$ cat src/rtl/fetch_stage.sv
// fetch_stage: owns the program counter, drives the instruction memory
// address, and registers {pc, instr} into a valid/ready output register
// that feeds decode. Handles decode stalls, execute redirects and a
// global fetch enable. It also counts completed fetch->decode handshakes.
module fetch_stage #(
    parameter logic [31:0] RESET_PC  = 32'h0000_0000,
    parameter logic [31:0] NOP_INSTR = 32'h0000_0013
) (
    input  logic        clk_i,
    input  logic        rstn_i,
    input  logic        fetch_en_i,
    output logic [31:0] imem_pc_o,
    input  logic [31:0] imem_instr_i,
    input  logic        redirect_valid_i,
    input  logic [31:0] redirect_pc_i,
    input  logic        decode_ready_i,
    output logic        fetch_valid_o,
    output logic [31:0] fetch_pc_o,
    output logic [31:0] fetch_instr_o,
    output logic        fetch_misaligned_o,
    output logic [31:0] fetch_count_o
);

    // ------------------------------------------------------------------
    // State
    // ------------------------------------------------------------------
    logic [31:0] pc_reg,        pc_next;
    logic        out_valid_reg, out_valid_next;
    logic [31:0] out_pc_reg,    out_pc_next;
    logic [31:0] out_instr_reg, out_instr_next;
    logic        out_mis_reg,   out_mis_next;
    logic [31:0] count_reg,     count_next;

    // ------------------------------------------------------------------
    // Handshake terms
    // ------------------------------------------------------------------
    logic        fire;       // decode takes the current entry this cycle
    logic        adv;        // output register may be overwritten
    logic        pc_mis;     // current PC is not word aligned
    logic [31:0] pc_plus4;   // sequential successor, wraps modulo 2^32

    assign pc_mis   = (pc_reg[1:0] != 2'b00);
    assign pc_plus4 = pc_reg + 32'd4;

    // A redirect squashes the presented entry in the same cycle, so the
    // visible valid is masked by the redirect and fire can never coincide
    // with a redirect.
    assign fetch_valid_o = out_valid_reg & ~redirect_valid_i;
    assign fire          = fetch_valid_o & decode_ready_i;
    assign adv           = ~out_valid_reg | decode_ready_i;

    // ------------------------------------------------------------------
    // Outputs driven straight from state
    // ------------------------------------------------------------------
    assign imem_pc_o          = pc_reg;
    assign fetch_pc_o         = out_pc_reg;
    assign fetch_instr_o      = out_instr_reg;
    assign fetch_misaligned_o = out_mis_reg;
    assign fetch_count_o      = count_reg;

    // Next-state selection: redirect > advance with fetch > advance idle > stall
    always_comb begin
        pc_next        = pc_reg;
        out_valid_next = out_valid_reg;
        out_pc_next    = out_pc_reg;
        out_instr_next = out_instr_reg;
        out_mis_next   = out_mis_reg;

        if (redirect_valid_i) begin
            // Target replaces the PC; whatever sat in the output register
            // (stalled or not) is discarded.
            pc_next        = redirect_pc_i;
            out_valid_next = 1'b0;
        end else if (adv && fetch_en_i) begin
            // Latch the word the memory returns for the current PC. A
            // misaligned PC carries a NOP plus the flag; trap handling is
            // left to later stages and fetching continues by +4.
            out_valid_next = 1'b1;
            out_pc_next    = pc_reg;
            out_mis_next   = pc_mis;
            out_instr_next = pc_mis ? NOP_INSTR : imem_instr_i;
            pc_next        = pc_plus4;
        end else if (adv) begin
            // Fetch disabled: drain the output register, freeze the PC.
            out_valid_next = 1'b0;
        end
        // Otherwise decode is stalling: everything holds so the presented
        // entry is neither lost nor duplicated.
    end

    // Handshake counter; wraps naturally at 2^32
    always_comb begin
        count_next = count_reg;
        if (fire) begin
            count_next = count_reg + 32'd1;
        end
    end

    // State registers with asynchronous active-low reset
    always_ff @(posedge clk_i or negedge rstn_i) begin
        if (!rstn_i) begin
            pc_reg        <= RESET_PC;
            out_valid_reg <= 1'b0;
            out_pc_reg    <= 32'd0;
            out_instr_reg <= 32'd0;
            out_mis_reg   <= 1'b0;
            count_reg     <= 32'd0;
        end else begin
            pc_reg        <= pc_next;
            out_valid_reg <= out_valid_next;
            out_pc_reg    <= out_pc_next;
            out_instr_reg <= out_instr_next;
            out_mis_reg   <= out_mis_next;
            count_reg     <= count_next;
        end
    end

endmodule

$ cat config.mk
export PLATFORM = sky130hd
export DESIGN_NAME = fetch_stage
export DESIGN_NICKNAME = d
export VERILOG_FILES = /design/src/rtl/fetch_stage.sv
export SDC_FILE = /design/constraint.sdc
export NUM_CORES = 1
export LEC_CHECK = 0
export ABC_AREA = 1
export BUFFER_PORTS_ARGS = -buffer_cell sky130_fd_sc_hd__buf_2
export CORE_MARGIN = 4
export CORE_UTILIZATION = 56
export CTS_CLUSTER_DIAMETER = 60
export DETAILED_ROUTE_END_ITERATION = 8
export GPL_TIMING_DRIVEN = 0
export PLACE_DENSITY_LB_ADDON = 0.2
export SYNTH_ARGS = -nofsm -noshare
export SYNTH_HDL_FRONTEND = slang
export SYNTH_SLANG_ARGS = --single-unit
$ cat constraint.sdc
create_clock -name clk_i -period 2.1 [get_ports clk_i]
set_input_delay 0.21 -clock clk_i [delete_from_list [all_inputs] [get_ports clk_i]]
set_output_delay 0.21 -clock clk_i [all_outputs]
set_load 0.01 [all_outputs]
# == After elaboration in Yosys (flattened, before gate mapping) ==
# Index checks and enable logic that the tools add are counted.
# W data, S select, Z words.
# classes
shift,0
order_cmp,0
n_eq_ne,0
addsub,2
bitwise,5
multipliers,0
n_reduce_logical,5
div,0
n_mux,6
# ops
cell,n
$mux W32,3
$add A32 B1 Y32 const B,1
$add A32 B3 Y32 const B,1
$reduce_bool A2 Y1,2
$mux W1,3
$reduce_bool A3 Y1,1
$and A1 B1 Y1,2
$not A1 Y1,2
$reduce_and A2 Y1,1
$logic_and A1 B1 Y1,1
$or A1 B1 Y1,1
# totals
n_memories,0
elab_cells,24
reg_bits,130
romBits,0
ramBits,0
latchBits,0

# == Logic depth before layout (Yosys ltp) ==
# Gate-level depths: netlist of run 1.
# depth
word_depth,5
ltp_mapped,10

# == Least setup slack after synthesis of run 1 ==
# OpenSTA, ideal clock, no wires.
# synth_timing
kind,register to register
from,"reg pc_reg[3], in the netlist imem_pc_o[3]"
to,"reg pc_reg[28], in the netlist imem_pc_o[28]"
path_buffers,0
t_arrival_ns,1.354
slack_ns,0.617
t_required_ns,1.971
path_stages_with_launch,9
path_cell_list,dfrtp_1 ha_1 nand2_1 nor2_4 nand2_1 nor2_4 nand2_1 o21ai_0 nand3_1
# synth_via
elab_chain_cells,3
# synth_rtl
element,line_no,source
start: declaration,27,"logic [31:0] pc_reg, pc_next;"
start signal: assignment,109,pc_reg <= pc_next;
$add A32 B3 Y32,43,assign pc_plus4 = pc_reg + 32'd4;
$mux W32,74,end else if (adv && fetch_en_i) begin
$mux W32,69,if (redirect_valid_i) begin
# No other way between the ends. The select of a mux whose other input is x is not followed.
# A chain may end at the register's enable or synchronous reset.

# == Final worst setup path of run 1 ==
# layout_timing
from,"reg pc_reg[4], in the netlist imem_pc_o[4]"
to,"reg pc_reg[31], in the netlist imem_pc_o[31]"
# The elaborated chain is that of the path after synthesis.

==> impl_metrics.toml, run 1 <==
[timing]
min_period_over_period = 0.818
fin_crit_ps = 1720
finalSetupViolations = 0
fin_skew_ps = 6.69
fin_ws_ps = 382
fmax_ghz = 0.582
hold_viol = 0
slew_viol_final = 0
tightest_slew_ps = 606
rsz0062_at_grt = "false"
maxSlewHeadroom = 0.596
setup_tns_ps = 0

[finish]
instances_no_fill = 1261
final_nets = 1177
area_growth_syn_to_layout_pct = 27.2
fillers = 941
ff_latch_area_um2 = 3250
multi_input_area_um2 = 2970
drive_gt1_frac = 0.236
antennaDiodeCount = 0

[status]
status = "completed"

[drt]
vias = 6718
dr.pass1.iters = 5
dr.first_iter.drc_count = 597
drc = 0
routed_wl_um = 19700
wire_per_inst_um = 15.6
vias_per_cell = 5.33
ant_nets = 0

[synthesis]
yosysTopAreaCell = "dfrtp_1"
synth_nets = 956
synth_area_leaders = "dfrtp_1, nand2_1, nand3_1"
synth.most_common_cell = "nand2_1"
ys_ff_latch = 130
synth_edf_count = 0
synth_cell_type_count = 31
avgSynthCellArea_um2 = 7.51
synth_common_cells = "nand2_1, dfrtp_1, nor2_1"
synth_top_area_frac = 0.490
synth-main-ff-cell = "dfrtp_1"
syn_area_um2 = 6640
seq_area_frac_synth = 0.490
async_flop_share = 1.00
syn_inst = 885
ys_warn_count = 0

[clock_network]
cts_root_buffer = "clkbuf_16"
clkTransAtPathRegs_ps = 50
clk_latency_ps = 420
clockBufferDepth = 2
cts_made_buffers = 17
tritoncts = "done"
h-tree-depth = 4
cts_num_sinks = 130

[global_route]
grt_overflow = 0
grt_pass1_vias = 6229
use_met3 = 0.0571
track_usage = 0.288
grt_pass1_wl_um = 30500
met1_usage = 0.383
grt_use_met2 = 0.469
busiest_layer = "met2"
grt_antenna_before_repair = 0
grt_start_max_net_pins = 99

[die]
die_area_um2 = 13700
die_y_um = 117
io_pins = 199
fp-row-count = 39
die_width_um = 117
coreArea_um2 = 11500
start_util = 0.577

[run]
maxCapViolCount = 0

[placement]
dp_cells = 1227
port_buffers = 198
pre_cts_slack_ps = 414
place_congestion = 0.916
dp_hpwl_um = 14500

[critical_path]
cp_cell_sequence = "nand3_1 -> nor2_4 -> inv_1 -> nor2_1 -> nand2_1 -> nand3_1 -> nand3_1"
cp-start-kind = "flip-flop"
cpLargestDelayFamily = "simple AND/OR/NAND/NOR gates"
crit_path_end_kind = "flip-flop"
critical-path-max-stage-delay_ps = 460
cp.required_ps = 2400
crit_buf_inv = 1
cp_slowest_cell = "dfrtp_1"
path_class = "flip-flop to flip-flop"
critPathArrivalTime_ps = 2020
cp_common_cell = "nand3_1"
crit_fanout = 6

[power]
leakagePower_nw = 4.44
power.density_nw_per_um2 = 848
ir_drop_v = 0.000652

[worst_hold_path]
min_path_type = "input port to flip-flop"
worst register-to-register path: cells and delay by family (launching register included):
kind / cells / cell delay (ps)
simple gates: 6 / 1050
buf+inv: 1 / 90
flops: 1 / 460
routing by layer:
layer / routed length [um] / vias to the layer above
li1: - / 3249
met1: 8230 / 3161
met2: 9610 / 274
met3: 1450 / 34
met4: 425 / 0
met5: 0 / -
report_power, final:
group	leakage [nW]	total, mW	internal, mW	switching [mW]
clock	0.284	2.90	1.86	1.04
combinational	2.49	1.21	0.465	0.744
sequential	1.66	3.06	2.80	0.262
total	4.44	7.17	5.12	2.04
area by class of cell:
| cell class | count | share of cell area |
|---|---|---|
| plain buffers | 28 | 0.0160 |
| well taps | 143 | 0.0212 |
| multi-input cells | 652 | 0.352 |
| repair buffers | 202 | 0.125 |
| clock inverters | 5 | 0.00888 |
| inverters | 75 | 0.0333 |
| flip-flops and latches | 130 | 0.385 |
| clock buffers | 26 | 0.0591 |
cell usage in the layout (no fill, tap or decap), types with 4 or more instances in the layout:
| cell type | n |
|---|---|
| nand2_1 | 329 |
| buf_2 | 215 |
| dfrtp_1 | 130 |
| nor2_1 | 98 |
| nand3_1 | 78 |
| inv_1 | 72 |
| o21ai_0 | 46 |
| nand4_1 | 19 |
| clkbuf_16 | 17 |
| nor3_1 | 12 |
| clkbuf_1 | 11 |
| nand3b_1 | 11 |
| xnor2_1 | 11 |
| xor2_1 | 10 |
| nor2_4 | 6 |
| a21oi_1 | 6 |
| o211ai_1 | 6 |
| nor2_2 | 5 |
| clkbuf_8 | 4 |
stage by stage:
step                      power, mW  area, um2  utilization  hold WS, ps
after floorplan                3.67       6640            -        -85.6
after CTS                      7.19       8450        0.734         3.28
final                          7.17       8450        0.734         10.3
after global placement         4.25       7810        0.679          419
after global routing           7.47       8450        0.734         11.5
after detailed placement       4.30       7850        0.681          120
final timing paths:
path | start | slack, ps | depth (start not counted) | endpoint
worst max-delay path | imem_pc_o[4] | 380 | 7 | imem_pc_o[31]
worst min-delay path | imem_instr_i[17] | 10 | 3 | fetch_instr_o[17]
worst max register to register | imem_pc_o[4] | 380 | 7 | imem_pc_o[31]
worst min register to register | fetch_pc_o[6] | 460 | 2 | fetch_pc_o[6]
max in group asynchronous | rstn_i | 1070 | 3 | fetch_instr_o[31]
min in group asynchronous | rstn_i | 240 | 2 | fetch_count_o[19]
cell families (layout without fill, tap and decap cells):
kind of cell | after synthesis | after routing | synth area share
compound gates | 63 | 63 | 0.0516
xor+xnor | 21 | 21 | 0.0277
fa+ha+maj | 2 | 2 | 0.00377
buf+inv | 103 | 336 | 0.0627
flops | 130 | 130 | 0.490
simple gates | 566 | 566 | 0.365
repair_timing:
action,CTS,global route
setup buffers,0,0
gates resized for setup,0,0
hold endpoints to repair,34,0
hold buffers,3,0
No activity file was read; power rests on OpenSTA's default activity.
==> run 2: changes to the inputs <==
- ABC_AREA: 1 -> 0
- CORE_UTILIZATION: 56 -> 46
- clock period: 2.1 -> 1.4 ns (I/O delays scaled with it)
==> impl_metrics.toml, run 2 <==
[synthesis]
ys_ff_latch = 130
synth_nets = 648
synth.most_common_cell = "dfrtp_1"
ys_warn_count = 0
synthAdderAreaFrac = 0.00419
yosys.area_share.xor_xnor = 0.0587
synth_top_area_frac = 0.545
synth_common_cells = "dfrtp_1, nand2_1, o21ai_0"
yosysTopAreaCell = "dfrtp_1"
avgSynthCellArea_um2 = 10.3
synth_compound_area_frac = 0.0866
synth-main-ff-cell = "dfrtp_1"
synth_top_family_by_area = "simple AND/OR/NAND/NOR gates"
async_flop_share = 1.00
seq_area_frac_synth = 0.545
yosys.area_share.simple = 0.220
syn_area_um2 = 5970
synth_edf_count = 0
synth_cell_type_count = 44
synth_mux_area_frac = 0.0583
syn_inst = 577
synth_area_leaders = "dfrtp_1, nand2_1, mux2_2"

[finish]
antennaDiodeCount = 0
design_area_um2 = 10600
drive_gt1_frac = 0.566
instances_no_fill = 1137
most-common-layout-cells = "buf_2, dfrtp_1, buf_4"
final_common_cell = "buf_2"
fillers = 662
area_growth_syn_to_layout_pct = 77.4
final_util = 0.835
final_nets = 1023

[timing]
setup_tns_ps = -18110
fin_ws_ps = -407
fin_skew_ps = 8.81
tightest_slew_ps = 921
min_period_over_period = 1.29
fmax_ghz = 0.553
fin_crit_ps = 1810
hold_viol = 0
slew_viol_final = 0
rsz0062_at_grt = "true"
finalSetupViolations = 114
maxSlewHeadroom = 0.386

[power]
total_power_mw = 11.6
leakagePower_nw = 5.19
ir_drop_v = 0.000976
power.density_nw_per_um2 = 1090

[global_route]
grt_antenna_before_repair = 0
grt_pass1_vias = 6476
grt_start_max_net_pins = 91
track_usage = 0.289
grt_overflow = 0
grt_pass1_wl_um = 33500

[clock_network]
h-tree-depth = 4
clk_latency_ps = 430
cts_made_buffers = 17
tritoncts = "done"
cts_num_sinks = 130
clkTransAtPathRegs_ps = 60
cts_root_buffer = "clkbuf_16"
clockBufferDepth = 2

[worst_hold_path]
hold_path_depth = 3
min_path_type = "input port to flip-flop"
hp-start = "redirect_pc_i[30]"

[critical_path]
cp.required_ps = 1740
critPathArrivalTime_ps = 2150
worstSetupStartpoint = "imem_pc_o[22]"
reg2reg_depth = 4
crit_fanout = 6
path_class = "flip-flop to flip-flop"
reg2reg_from = "imem_pc_o[22]"
crit_path_end_kind = "flip-flop"
cp-start-kind = "flip-flop"

[placement]
dp_cells = 947
dpl_cell_area_um2 = 7440
place_congestion = 0.901
port_buffers = 197
dp_hpwl_um = 12400

[drt]
vias = 6618
wire_per_inst_um = 21.4
drc = 0
ant_nets = 0
dr.pass1.iters = 5
vias_per_cell = 5.82
routed_wl_um = 24300
dr.first_iter.drc_count = 618

[run]
maxCapViolCount = 0

[die]
die_y_um = 122
io_pins = 199
start_util = 0.471
coreArea_um2 = 12700
die_area_um2 = 14900
die_width_um = 122
fp-row-count = 41

[status]
status = "finished with violations"
violations = "setup timing"
==> run 2: changes by cell type in the layout (fill, tap and decap cells not counted), moves of 24 or more <==
cell	change
buf_4	+66
dfrtp_1	-29
dfrtp_2	+29
dlygate4sd3_1	+61
inv_1	-67
mux2_4	+28
nand2_1	-262
nand3_1	-59
nor2_1	-77
o21ai_0	-41
o21ai_2	+24
==> run 2: layer usage <==
metal  up-vias  global-route usage  share of wire
li1       2828                   -              -
met4         0               0.129          0.047
met3       121              0.0720          0.086
met2       452               0.479           0.50
met1      3217               0.359           0.37
met5         -                   0              0
==> run 2: layout make-up <==
cell class	count	area (um2)	area share
inverters	5	18.8	0.00177
plain buffers	28	354	0.0335
multi-input cells	410	3560	0.336
clock buffers	17	425	0.0402
repair buffers	360	2600	0.246
well taps	172	215	0.0203
flip-flops and latches	130	3290	0.311
clock inverters	15	120	0.0113
==> run 2: what timing repair did <==
action / 4_1_cts / 5_1_grt
resized for setup: 191 / 147
hold buffers: 64 / 0
hold endpoints to repair: 103 / 0
gates cloned: 8 / 2
endpoints found under the setup margin: 117 / 119
buffers inserted: 58 / 36
pin swaps: 57 / 71
==> run 2: metrics by stage <==
| stage | setup slack (ps) | hold slack, ps |
|---|---|---|
| floorplan | -441 | -156 |
| detailed placement | -722 | 82.0 |
| global placement | -1750 | 356 |
| global route | -463 | 35.1 |
| finish | -407 | 58.9 |
| CTS | -329 | 2.23 |
==> run 2: final timing paths <==
| path | endpoint | slack (ps) |
|---|---|---|
| worst max-delay path | imem_pc_o[27] | -410 |
| worst min-delay path | imem_pc_o[30] | 60 |
| worst max register to register | imem_pc_o[27] | -410 |
| worst min register to register | fetch_pc_o[17] | 490 |
| max in group asynchronous | imem_pc_o[7] | 400 |
| min in group asynchronous | fetch_count_o[22] | 210 |
==> run 2: where the power goes <==
group	internal [mW]	switching [mW]
Combinational	1.40	1.36
Clock	2.41	1.73
Sequential	4.22	0.469
==> run 2: cell families (layout without fill, tap and decap cells) <==
group	count (synthesis)	after routing
buffers and inverters	37	425
adders and majority gates	2	2
xor gates and xnor gates	40	40
DFF	130	130
and+or+nand+nor	252	252
muxes	31	31
AOI/OAI and AO/OA	85	85
==> run 2: critical path: stages, from the launching register on <==
cell and delay, ps:
dfrtp_2 450, nand3_4 190, nor4_4 410, or4b_4 500
a31oi_1 180
==> run 3: changes to the inputs <==
- CORE_ASPECT_RATIO: not set -> 1.2
- REMOVE_ABC_BUFFERS: not set -> 1
==> impl_metrics.toml, run 3 (synthesized netlist as in run 2, its figures left out) <==
[run]
maxCapViolCount = 0

[drt]
wire_per_inst_um = 22.2
dr.pass1.iters = 7
ant_nets = 0
drc = 0
vias = 6578
routed_wl_um = 24700
vias_per_cell = 5.91
dr.first_iter.drc_count = 556

[timing]
fin_ws_ps = -405
fin_skew_ps = 10.6
tightest_slew_ps = 608
fmax_ghz = 0.554
hold_ws_ps = 40.6
rsz0062_at_grt = "true"
finalSetupViolations = 118
hold_viol = 0
min_period_over_period = 1.29
maxSlewHeadroom = 0.592
slew_viol_final = 0
fin_crit_ps = 1800

[finish]
ff_latch_area_um2 = 3280
final_nets = 1006
most-common-layout-cells = "buf_2, dfrtp_1, nand2_1"
final_util = 0.848
fillers = 597
final_common_cell = "buf_2"
multi_input_area_um2 = 3770
drive_gt1_frac = 0.569
area_growth_syn_to_layout_pct = 80.1

[critical_path]
critPathArrivalTime_ps = 2120
cp.required_ps = 1720
path_class = "flip-flop to flip-flop"
crit_fanout = 6
rrSetupSlack_ps = -400
cp-start-kind = "flip-flop"
crit_path_end_kind = "flip-flop"

[clock_network]
tritoncts = "done"
cts_made_buffers = 17
cts_num_sinks = 130
clkTransAtPathRegs_ps = 60
clockBufferDepth = 2
h-tree-depth = 4
cts_root_buffer = "clkbuf_16"
clk_latency_ps = 410

[die]
coreArea_um2 = 12700
io_pins = 199
die_width_um = 112
fp-row-count = 45
start_util = 0.471
die_area_um2 = 14900
die_y_um = 133

[global_route]
grt_pass1_wl_um = 36100
track_usage = 0.305
grt_antenna_before_repair = 1
grt_pass1_vias = 6630
grt_overflow = 0
grt_start_max_net_pins = 93

[power]
ir_drop_v = 0.000701
leakagePower_nw = 5.21
power.density_nw_per_um2 = 1100
total_power_mw = 11.9

[placement]
place_congestion = 0.826
dp_hpwl_um = 11100
port_buffers = 198

[status]
violations = "setup timing"
status = "finished with violations"

[worst_hold_path]
min_path_type = "input port to flip-flop"
## run 3: changes by cell type in the layout (fill, tap and decap cells not counted), moves of 5 or more
cell	change
clkbuf_16	-5
nand2_4	+8
buf_4	-16
dfrtp_2	-9
clkinv_2	-5
nand2_2	-8
o21ai_1	-8
buf_12	+7
buf_8	-6
buf_16	+6
buf_6	+7
dfrtp_1	+9
## run 3: repair_timing
action | CTS | global route
hold endpoints to repair | 98 | 1
hold buffers | 61 | 1
buffers inserted | 67 | 30
resized for setup | 254 | 122
cloned | 21 | 1
pin swaps | 77 | 63
endpoints found under the setup margin | 118 | 120
## run 3: final timing paths
kind | startpoint | endpoint | cells past startpoint
max | imem_pc_o[19] | imem_pc_o[24] | 5
min | redirect_pc_i[22] | imem_pc_o[22] | 3
max reg2reg | imem_pc_o[19] | imem_pc_o[24] | 5
min reg2reg | fetch_count_o[29] | fetch_count_o[29] | 1
max in group asynchronous | rstn_i | imem_pc_o[22] | 3
min in group asynchronous | rstn_i | fetch_instr_o[24] | 2
## run 3: routing by layer
layer	global-route usage	wire length [um]
met1	0.363	8990
met2	0.527	12800
met4	0.150	1330
met5	0	0
met3	0.0613	1630
## run 3: layout make-up
cell class,count,area share
Timing Repair Buffer,364,0.269
Tap cell,164,0.0191
Inverter,5,0.00210
Clock inverter,11,0.00978
Clock buffer,21,0.0438
Timing Repair inverter,1,0.000466
Sequential cell,130,0.305
Antenna cell,1,0.000233
Multi-Input combinational cell,416,0.350
## run 3: metrics by stage
step | setup slack [ps] | cells | instance area (um2) | TNS [ps]
after global placement | -3740 | 907 | 7020 | -455670
after CTS | -366 | 1091 | 10100 | -19190
after detailed placement | -1310 | 910 | 7110 | -100830
after global routing | -482 | 1113 | 10700 | -26570
final | -405 | 1113 | 10700 | -21870
after floorplan | -1980 | 545 | 5820 | -131330
## run 3: where the power goes
group	leakage, nW	total (mW)	internal, mW	switching, mW
registers	1.63	4.71	4.21	0.497
logic	3.31	2.81	1.44	1.37
clock network	0.272	4.33	2.59	1.73
total	5.21	11.9	8.25	3.60
## run 3: worst max-delay path: stages, from the launching register on
cell	delay, ps
dfrtp_1	440
and3_4	320
buf_12	120
nand4bb_4	160
or4_1	500
a31oi_1	170
